**src/rtl/uart_rx_oversampler.sv**
```systemverilog
// 8N1 UART receiver: 2-flop synchroniser, mid-bit sampling off an
// oversample tick, valid/ready output buffer with framing/overrun flags.
//
// Ports:
//   clock         system clock
//   reset_n       asynchronous active-low reset
//   tick          one-cycle oversample strobe (BAUD*SAMPLE_RATE)
//   rx            asynchronous serial line, idle high
//   data          received byte, LSB = first bit on the line
//   data_valid    data holds an unconsumed byte
//   data_ready    consumer accepts data when high with data_valid
//   framing_error one-cycle pulse: stop bit sampled low
//   overrun       one-cycle pulse: completed byte dropped, buffer full
module uart_rx_oversampler #(
   parameter int SAMPLE_RATE = 16,
   parameter int DATA_BITS   = 8
) (
   input  logic                 clock,
   input  logic                 reset_n,
   input  logic                 tick,
   input  logic                 rx,
   output logic [DATA_BITS-1:0] data,
   output logic                 data_valid,
   input  logic                 data_ready,
   output logic                 framing_error,
   output logic                 overrun
);

   localparam int TW = $clog2(SAMPLE_RATE);
   localparam int BW = $clog2(DATA_BITS + 1);

   // Sample fires on the tick that would take the count to the target.
   localparam logic [TW-1:0] TC_HALF = TW'(SAMPLE_RATE / 2 - 1);
   localparam logic [TW-1:0] TC_FULL = TW'(SAMPLE_RATE - 1);
   localparam logic [BW-1:0] BC_LAST = BW'(DATA_BITS - 1);

   localparam logic [2:0] S_IDLE  = 3'd0;
   localparam logic [2:0] S_START = 3'd1;
   localparam logic [2:0] S_DATA  = 3'd2;
   localparam logic [2:0] S_STOP  = 3'd3;
   localparam logic [2:0] S_BREAK = 3'd4;

   logic                 r_rx_meta;
   logic                 r_rx_s;
   logic [2:0]           r_state;
   logic [TW-1:0]        r_tcnt;
   logic [BW-1:0]        r_bcnt;
   logic [DATA_BITS-1:0] r_shift;
   logic [DATA_BITS-1:0] r_data;
   logic                 r_valid;
   logic                 r_fe;
   logic                 r_ov;

   logic [TW-1:0]        w_target;
   logic                 w_sample;
   logic                 w_xfer;

   assign data          = r_data;
   assign data_valid    = r_valid;
   assign framing_error = r_fe;
   assign overrun       = r_ov;

   always_comb begin
      w_target = TC_FULL;
      if (r_state == S_START)
         w_target = TC_HALF;
      w_sample = tick && (r_tcnt == w_target);
      w_xfer   = r_valid && data_ready;
   end

   always_ff @(posedge clock or negedge reset_n) begin
      if (!reset_n) begin
         r_rx_meta <= 1'b1;
         r_rx_s    <= 1'b1;
      end else begin
         r_rx_meta <= rx;
         r_rx_s    <= r_rx_meta;
      end
   end

   always_ff @(posedge clock or negedge reset_n) begin
      if (!reset_n) begin
         r_state <= S_IDLE;
         r_tcnt  <= '0;
         r_bcnt  <= '0;
         r_shift <= '0;
         r_data  <= '0;
         r_valid <= 1'b0;
         r_fe    <= 1'b0;
         r_ov    <= 1'b0;
      end else begin
         r_fe <= 1'b0;
         r_ov <= 1'b0;
         // A load later in this block overrides the drop.
         if (w_xfer)
            r_valid <= 1'b0;

         if (tick && r_state != S_IDLE && r_state != S_BREAK) begin
            if (w_sample)
               r_tcnt <= '0;
            else
               r_tcnt <= r_tcnt + 1'b1;
         end

         case (r_state)
            S_IDLE: begin
               if (!r_rx_s) begin
                  r_state <= S_START;
                  r_tcnt  <= '0;
               end
            end
            S_START: begin
               if (w_sample) begin
                  if (!r_rx_s) begin
                     r_state <= S_DATA;
                     r_bcnt  <= '0;
                  end else begin
                     r_state <= S_IDLE;
                  end
               end
            end
            S_DATA: begin
               if (w_sample) begin
                  r_shift <= {r_rx_s, r_shift[DATA_BITS-1:1]};
                  if (r_bcnt == BC_LAST)
                     r_state <= S_STOP;
                  else
                     r_bcnt <= r_bcnt + 1'b1;
               end
            end
            S_STOP: begin
               if (w_sample) begin
                  if (r_rx_s) begin
                     r_state <= S_IDLE;
                     if (!r_valid || data_ready) begin
                        r_data  <= r_shift;
                        r_valid <= 1'b1;
                     end else begin
                        r_ov <= 1'b1;
                     end
                  end else begin
                     r_fe    <= 1'b1;
                     r_state <= S_BREAK;
                  end
               end
            end
            S_BREAK: begin
               if (r_rx_s)
                  r_state <= S_IDLE;
            end
            default: r_state <= S_IDLE;
         endcase
      end
   end

endmodule

```
**config.mk**
```make
export PLATFORM = sky130hd
export DESIGN_NAME = uart_rx_oversampler
export DESIGN_NICKNAME = d
export VERILOG_FILES = /design/src/rtl/uart_rx_oversampler.sv
export SDC_FILE = /design/constraint.sdc
export NUM_CORES = 1
export LEC_CHECK = 0
export CORE_AREA = 4 4 56 58
export DETAILED_ROUTE_END_ITERATION = 12
export DIE_AREA = 0 0 60 62
export MAX_ROUTING_LAYER = met4
export PLACE_DENSITY = 0.8
export SYNTH_ARGS = -nofsm -noshare
export SYNTH_HDL_FRONTEND = slang
export SYNTH_SLANG_ARGS = --single-unit
```
**constraint.sdc**
```tcl
create_clock -name clock -period 3.24 [get_ports clock]
set_input_delay 0.648 -clock clock [delete_from_list [all_inputs] [get_ports clock]]
set_output_delay 0.648 -clock clock [all_outputs]
set_load 0.02 [all_outputs]
```
==> results of run 1 <==
metal layers:
metal / global-route usage / vias up / wire, um
met4: 0.07595 / 0 / 50
met3: 0.05579 / 4 / 99
met2: 0.2269 / 13 / 1169
met5: - / - / 0
li1: - / 454 / -
met1: 0.1971 / 489 / 1142
power breakdown:
group          switching (uW)  leakage, uW  internal (uW)
Clock                     131    0.0000386            128
Sequential               78.4     0.000427            439
Combinational            85.6     0.000314           96.4
registers in the layout, summed over array words and instances (netlist names):
signal	cells
data_valid	1
r_tcnt	4
framing_error	1
r_bcnt	4
r_rx_meta	1
r_rx_s	1
r_state	3
overrun	1
data	8
r_shift	8
metrics by stage:
| step | power [uW] | worst slack (ns) | instance area [um2] |
|---|---|---|---|
| after floorplan | 673.5 | 1.539 | 1496 |
| after global placement | 696.3 | 0.6610 | 1652 |
| after detailed placement | 709.0 | 0.6035 | 1652 |
| after CTS | 968.5 | 0.9715 | 1720 |
| after global routing | 1022 | 0.9003 | 1720 |
| final | 958.3 | 0.9743 | 1720 |
logic make-up (layout without fill, tap and decap cells):
kind of cell / Yosys count / after routing / share of synthesized area
and+or+nand+nor: 36 / 36 / 0.1630
DFF: 32 / 32 / 0.5368
AOI/OAI and AO/OA: 19 / 19 / 0.08279
muxes: 17 / 17 / 0.1472
buffers and inverters: 7 / 25 / 0.03010
xor gates and xnor gates: 4 / 4 / 0.02342
adders and majority gates: 2 / 2 / 0.01672
worst register-to-register path, stage by stage (launching register included):
cell     delay (ns)
dfrtp_1        0.42
ha_1           0.22
and4_4         0.27
nand4_4        0.11
nor2b_2        0.52
mux2_4         0.35
final timing paths:
check / from / endpoint / slack, ns / cells after the start
max in group asynchronous: reset_n / r_rx_meta / 2.22 / 2
worst max register to register: r_tcnt[0] / data[2] / 1.24 / 5
worst min-delay path: r_rx_meta / r_rx_s / 0.37 / 0
worst min register to register: r_rx_meta / r_rx_s / 0.37 / 0
min in group asynchronous: reset_n / r_bcnt[0] / 0.69 / 2
worst max-delay path: tick / data[2] / 0.97 / 5
cell usage in the layout, fill, tap and decap left out, types with 3 or more instances in the layout:
| cell type | count |
|---|---|
| dfrtp_1 | 30 |
| clkdlybuf4s50_1 | 15 |
| o21ai_0 | 8 |
| mux2_2 | 8 |
| mux2_4 | 8 |
| nor2_1 | 7 |
| nand3_1 | 6 |
| clkbuf_4 | 5 |
| nand2_1 | 4 |
| nand3b_1 | 4 |
| nand2b_1 | 3 |
final cells by class:
class | instances | area, um2
fill | 214 | 942.2
sequential | 32 | 803.3
multi-input combinational | 78 | 648.1
timing repair buffer | 16 | 157.7
clock buffer | 8 | 68.82
tap | 31 | 38.79
inverter | 1 | 3.754
==> run summary, run 1 <==
HP Class: flip-flop to flip-flop
ANT nets after route: 0
CP cell instances: clkdlybuf4s50_1 > and4_4 > nand4_4 > nor2b_2 > mux2_4
IO Pins: 16
clk slew on worst S/H paths: 0.09 ns
Mapped Avg Cell Area: 12.79 um2
gr usage total: 0.1573
drt via density: 5.783
CP delay by family, top: simple AND/OR/NAND/NOR gates
first-pass GRT wire length: 4.077 mm
Die ar.: 3720 um2
worst-path fanout max: 8
vias in the first global route: 920
diode count: 0
CP startpoint kind: primary input
synth top area cells: dfrtp_1, mux2_4, mux2_2
post-synth top area cell: dfrtp_1
WP buf/inv: 1
asr flop ratio synth: 1.000
syn_nets: 124
Slew HR: 0.6104
Pwr Density: 557.1 nW/um2
CTS tree: done
FF+latch count, synth: 32
crit path DAT: 2.48 ns
final hold slack: 0.3651 ns
Placed Cells: 158
fin nets: 141
Fmax: 0.4414 GHz
hold-fix buffers at CTS: 0
RePlAce Congestion: 0.8371
Die H: 62 um
Final Max Slew Viols: 0
post-synthesis instance total: 117
crit path max-delay cell type: clkdlybuf4s50_1
Root Driver: clkbuf_4
most frequent cell after synthesis: dfrtp_1
hpwl dp: 1.692 mm
H-Tree Depth: 2
max_cap viols: 0
drt total wl: 2.460 mm
global route overflow: 0
non-filler cells, final: 166
initial antenna violation count: 0
Yosys cell types: 39
drt pass-1 iters: 4
DR DRC count: 0
Max clock buf depth: 2
worst-skew pair later-pin latency: 0.33 ns
VDD IR max: 0.0004557 V
clock sink total: 32
post-cts gate resize count: 0
area grow syn2layout: 14.97%
crit share post-route: 0.6993
final setup vio count: 0
largest net degree at the start of global routing: 33
sequential-to-total area share from yosys stat: 0.5368
skew final: 0.01290 ns
layout cells sized above 1: 0.2370
Port Buf Inserts: 15
Tightest Pin Transition: 0.5817 ns
synth cell count leaders: dfrtp_1, mux2_2, mux2_4, o21ai_0, nor2_1
Netlist Area Pre-Place: 1496 um2
WL/cell: 14.82 um
final hold vios: 0
vias: 960
Leak: 0.0007786 uW
RSZ-0062 raised after global routing: no
Core Region: 2663 um2
critical path required time: 3.46 ns
Post-synth EDFFs: 0
Core Util, Final: 0.6461
row cnt: 19
Iter 0 DRT Violations: 19
main flop type after synthesis: dfrtp_1
fin crit period: 2.266 ns
WS Path Type: primary input to flip-flop
setup_tns: 0 ns
status: completed
Setup crit end kind: flip-flop
top cell type's share of synthesized area: 0.5017
initial cell density of the core: 0.5620
postcts setup bufs: 0
Die Wd: 60 um
warnings from Yosys: 0
CTS Buf Count: 5
slowest stage delay, CP: 0.57 ns
No activity file was read; power rests on OpenSTA's default activity.
==> run 2, diff against run 1 <==
--- a/config.mk
+++ b/config.mk
@@ -5,11 +5,11 @@
 export SDC_FILE = /design/constraint.sdc
 export NUM_CORES = 1
 export LEC_CHECK = 0
-export CORE_AREA = 4 4 56 58
+export CORE_AREA = 4 4 58 60
 export DETAILED_ROUTE_END_ITERATION = 12
-export DIE_AREA = 0 0 60 62
+export DIE_AREA = 0 0 62 64
 export MAX_ROUTING_LAYER = met4
-export PLACE_DENSITY = 0.8
+export PLACE_DENSITY = 0.75
 export SYNTH_ARGS = -nofsm -noshare
 export SYNTH_HDL_FRONTEND = slang
 export SYNTH_SLANG_ARGS = --single-unit
==> constraint.sdc (replaced) <==
create_clock -name clock -period 2.1 [get_ports clock]
set_input_delay 0.42 -clock clock [delete_from_list [all_inputs] [get_ports clock]]
set_output_delay 0.42 -clock clock [all_outputs]
set_load 0.02 [all_outputs]
==> run 2 against run 1 <==
Against the previous run:
- clock skew down 0.0042 ns
- global-route usage up 0.25 points
- first-iteration DRC count up 21%
- die area up 6.7%
==> run summary, run 2 (synthesis results as in run 1) <==
final setup vio count: 0
Hold Crit Depth: 0
Worst Setup SP: tick
fill cell count: 237
ANT nets after route: 0
drt total wl: 2.530 mm
diode count: 0
crit path max-delay cell type: clkdlybuf4s50_1
VDD IR max: 0.0007760 V
WL/cell: 14.46 um
max_cap viols: 0
clock sink total: 32
Setup crit end kind: flip-flop
Pwr Density: 871.8 nW/um2
Hold Crit Start: r_rx_meta
hold-fix buffers at CTS: 0
initial antenna violation count: 0
H-Tree Depth: 2
vias: 965
Slew HR: 0.7406
post-cts gate resize count: 0
hpwl dp: 1.788 mm
CP cell instances: clkdlybuf4s50_1 > and4_4 > nand4_4 > nor2b_2 > buf_4 > mux2_4
drt via density: 5.514
largest net degree at the start of global routing: 33
dpl ws: 0.007378 ns
IO Pins: 16
DP Area: 1707 um2
worst-skew pair later-pin latency: 0.33 ns
Iter 0 DRT Violations: 23
postcts setup bufs: 0
Die Wd: 62 um
crit share post-route: 0.8302
Die H: 64 um
worst-path fanout max: 5
WS Path Type: primary input to flip-flop
RSZ-0062 raised after global routing: no
area grow syn2layout: 19.15%
Setup WS post-layout: 0.3566 ns
status: completed
gr usage total: 0.1599
slowest stage delay, CP: 0.54 ns
crit path DAT: 1.97 ns
Root Driver: clkbuf_4
clk slew on worst S/H paths: 0.10 ns
row cnt: 20
CTS tree: done
most common cell after layout, fill and taps aside: dfrtp_1
fin nets: 148
Core Util, Final: 0.6090
Core Region: 2928 um2
vias in the first global route: 966
Leak: 0.0008179 uW
RR Startpoint: r_state[1]
drt pass-1 iters: 4
global route overflow: 0
commonest non-fill, non-tap cells in the layout: dfrtp_1, clkdlybuf4s50_1
skew final: 0.008698 ns
Port Buf Inserts: 15
first-pass GRT wire length: 4.547 mm
CP startpoint kind: primary input
DR DRC count: 0
final instance area: 1783 um2
RePlAce Congestion: 0.8652
CTS Buf Count: 5
Max clock buf depth: 2
setup_tns: 0 ns
layout cells sized above 1: 0.2746
Fmax: 0.5736 GHz
Final Max Slew Viols: 0
final hold vios: 0
fin crit period: 1.743 ns
critical path required time: 2.33 ns
Die ar.: 3968 um2
Tightest Pin Transition: 0.3891 ns
initial cell density of the core: 0.5111
HP Class: flip-flop to flip-flop
reg2reg path depth: 5
## run 2: cell types whose count changed in the layout (fill, tap and decap cells not counted)
| cell | before | now |
|---|---|---|
| clkbuf_8 | 2 | 0 |
| clkinv_2 | 0 | 1 |
| bufinv_16 | 0 | 1 |
| buf_4 | 1 | 8 |
## run 2: worst paths after layout
| check | endpoint | slack (ns) |
|---|---|---|
| setup / recovery | data[3] | 0.36 |
| hold / removal | r_rx_s | 0.36 |
| setup reg to reg | data[3] | 0.37 |
| hold reg to reg | r_rx_s | 0.36 |
| max in group asynchronous | r_rx_meta | 1.30 |
| min in group asynchronous | r_shift[0] | 0.47 |
## run 2: worst max-delay path, delay by kind of cell
| family | cells | cell delay [ns] |
|---|---|---|
| AND/OR/NAND/NOR | 3 | 0.53 |
| buffers and inverters | 2 | 0.72 |
| multiplexers | 1 | 0.31 |
## run 2: layout make-up
type | instances | area [um2] | area share
Sequential cell | 32 | 803.3 | 0.4505
Multi-Input combinational cell | 78 | 648.1 | 0.3635
Timing Repair Buffer | 23 | 210.2 | 0.1179
Clock buffer | 6 | 41.29 | 0.02316
Tap cell | 33 | 41.29 | 0.02316
Clock inverter | 2 | 35.03 | 0.01965
Inverter | 1 | 3.754 | 0.002105
## run 2: power breakdown
group | total, uW | leakage [uW] | internal, uW | switching, uW
Sequential | 786 | 0.000427 | 678 | 108
Combinational | 320 | 0.000349 | 166 | 154
Clock | 448 | 0.0000422 | 249 | 199
## run 2: layer usage
layer / GRT usage / part of all wire / up-vias
li1: - / - / 471
met1: 0.2147 / 0.45 / 472
met2: 0.2202 / 0.49 / 20
met3: 0.06667 / 0.050 / 2
met4: 0.04775 / 0.0059 / 0
met5: - / 0 / -
## run 2: per-stage QoR
step / hold slack (ns) / total power [uW] / cells
floorplan: 0.1244 / 1039 / 117
global placement: 0.3470 / 1097 / 167
detailed placement: 0.3482 / 1115 / 167
CTS: 0.3617 / 1569 / 175
global route: 0.3696 / 1666 / 175
finish: 0.3594 / 1554 / 175
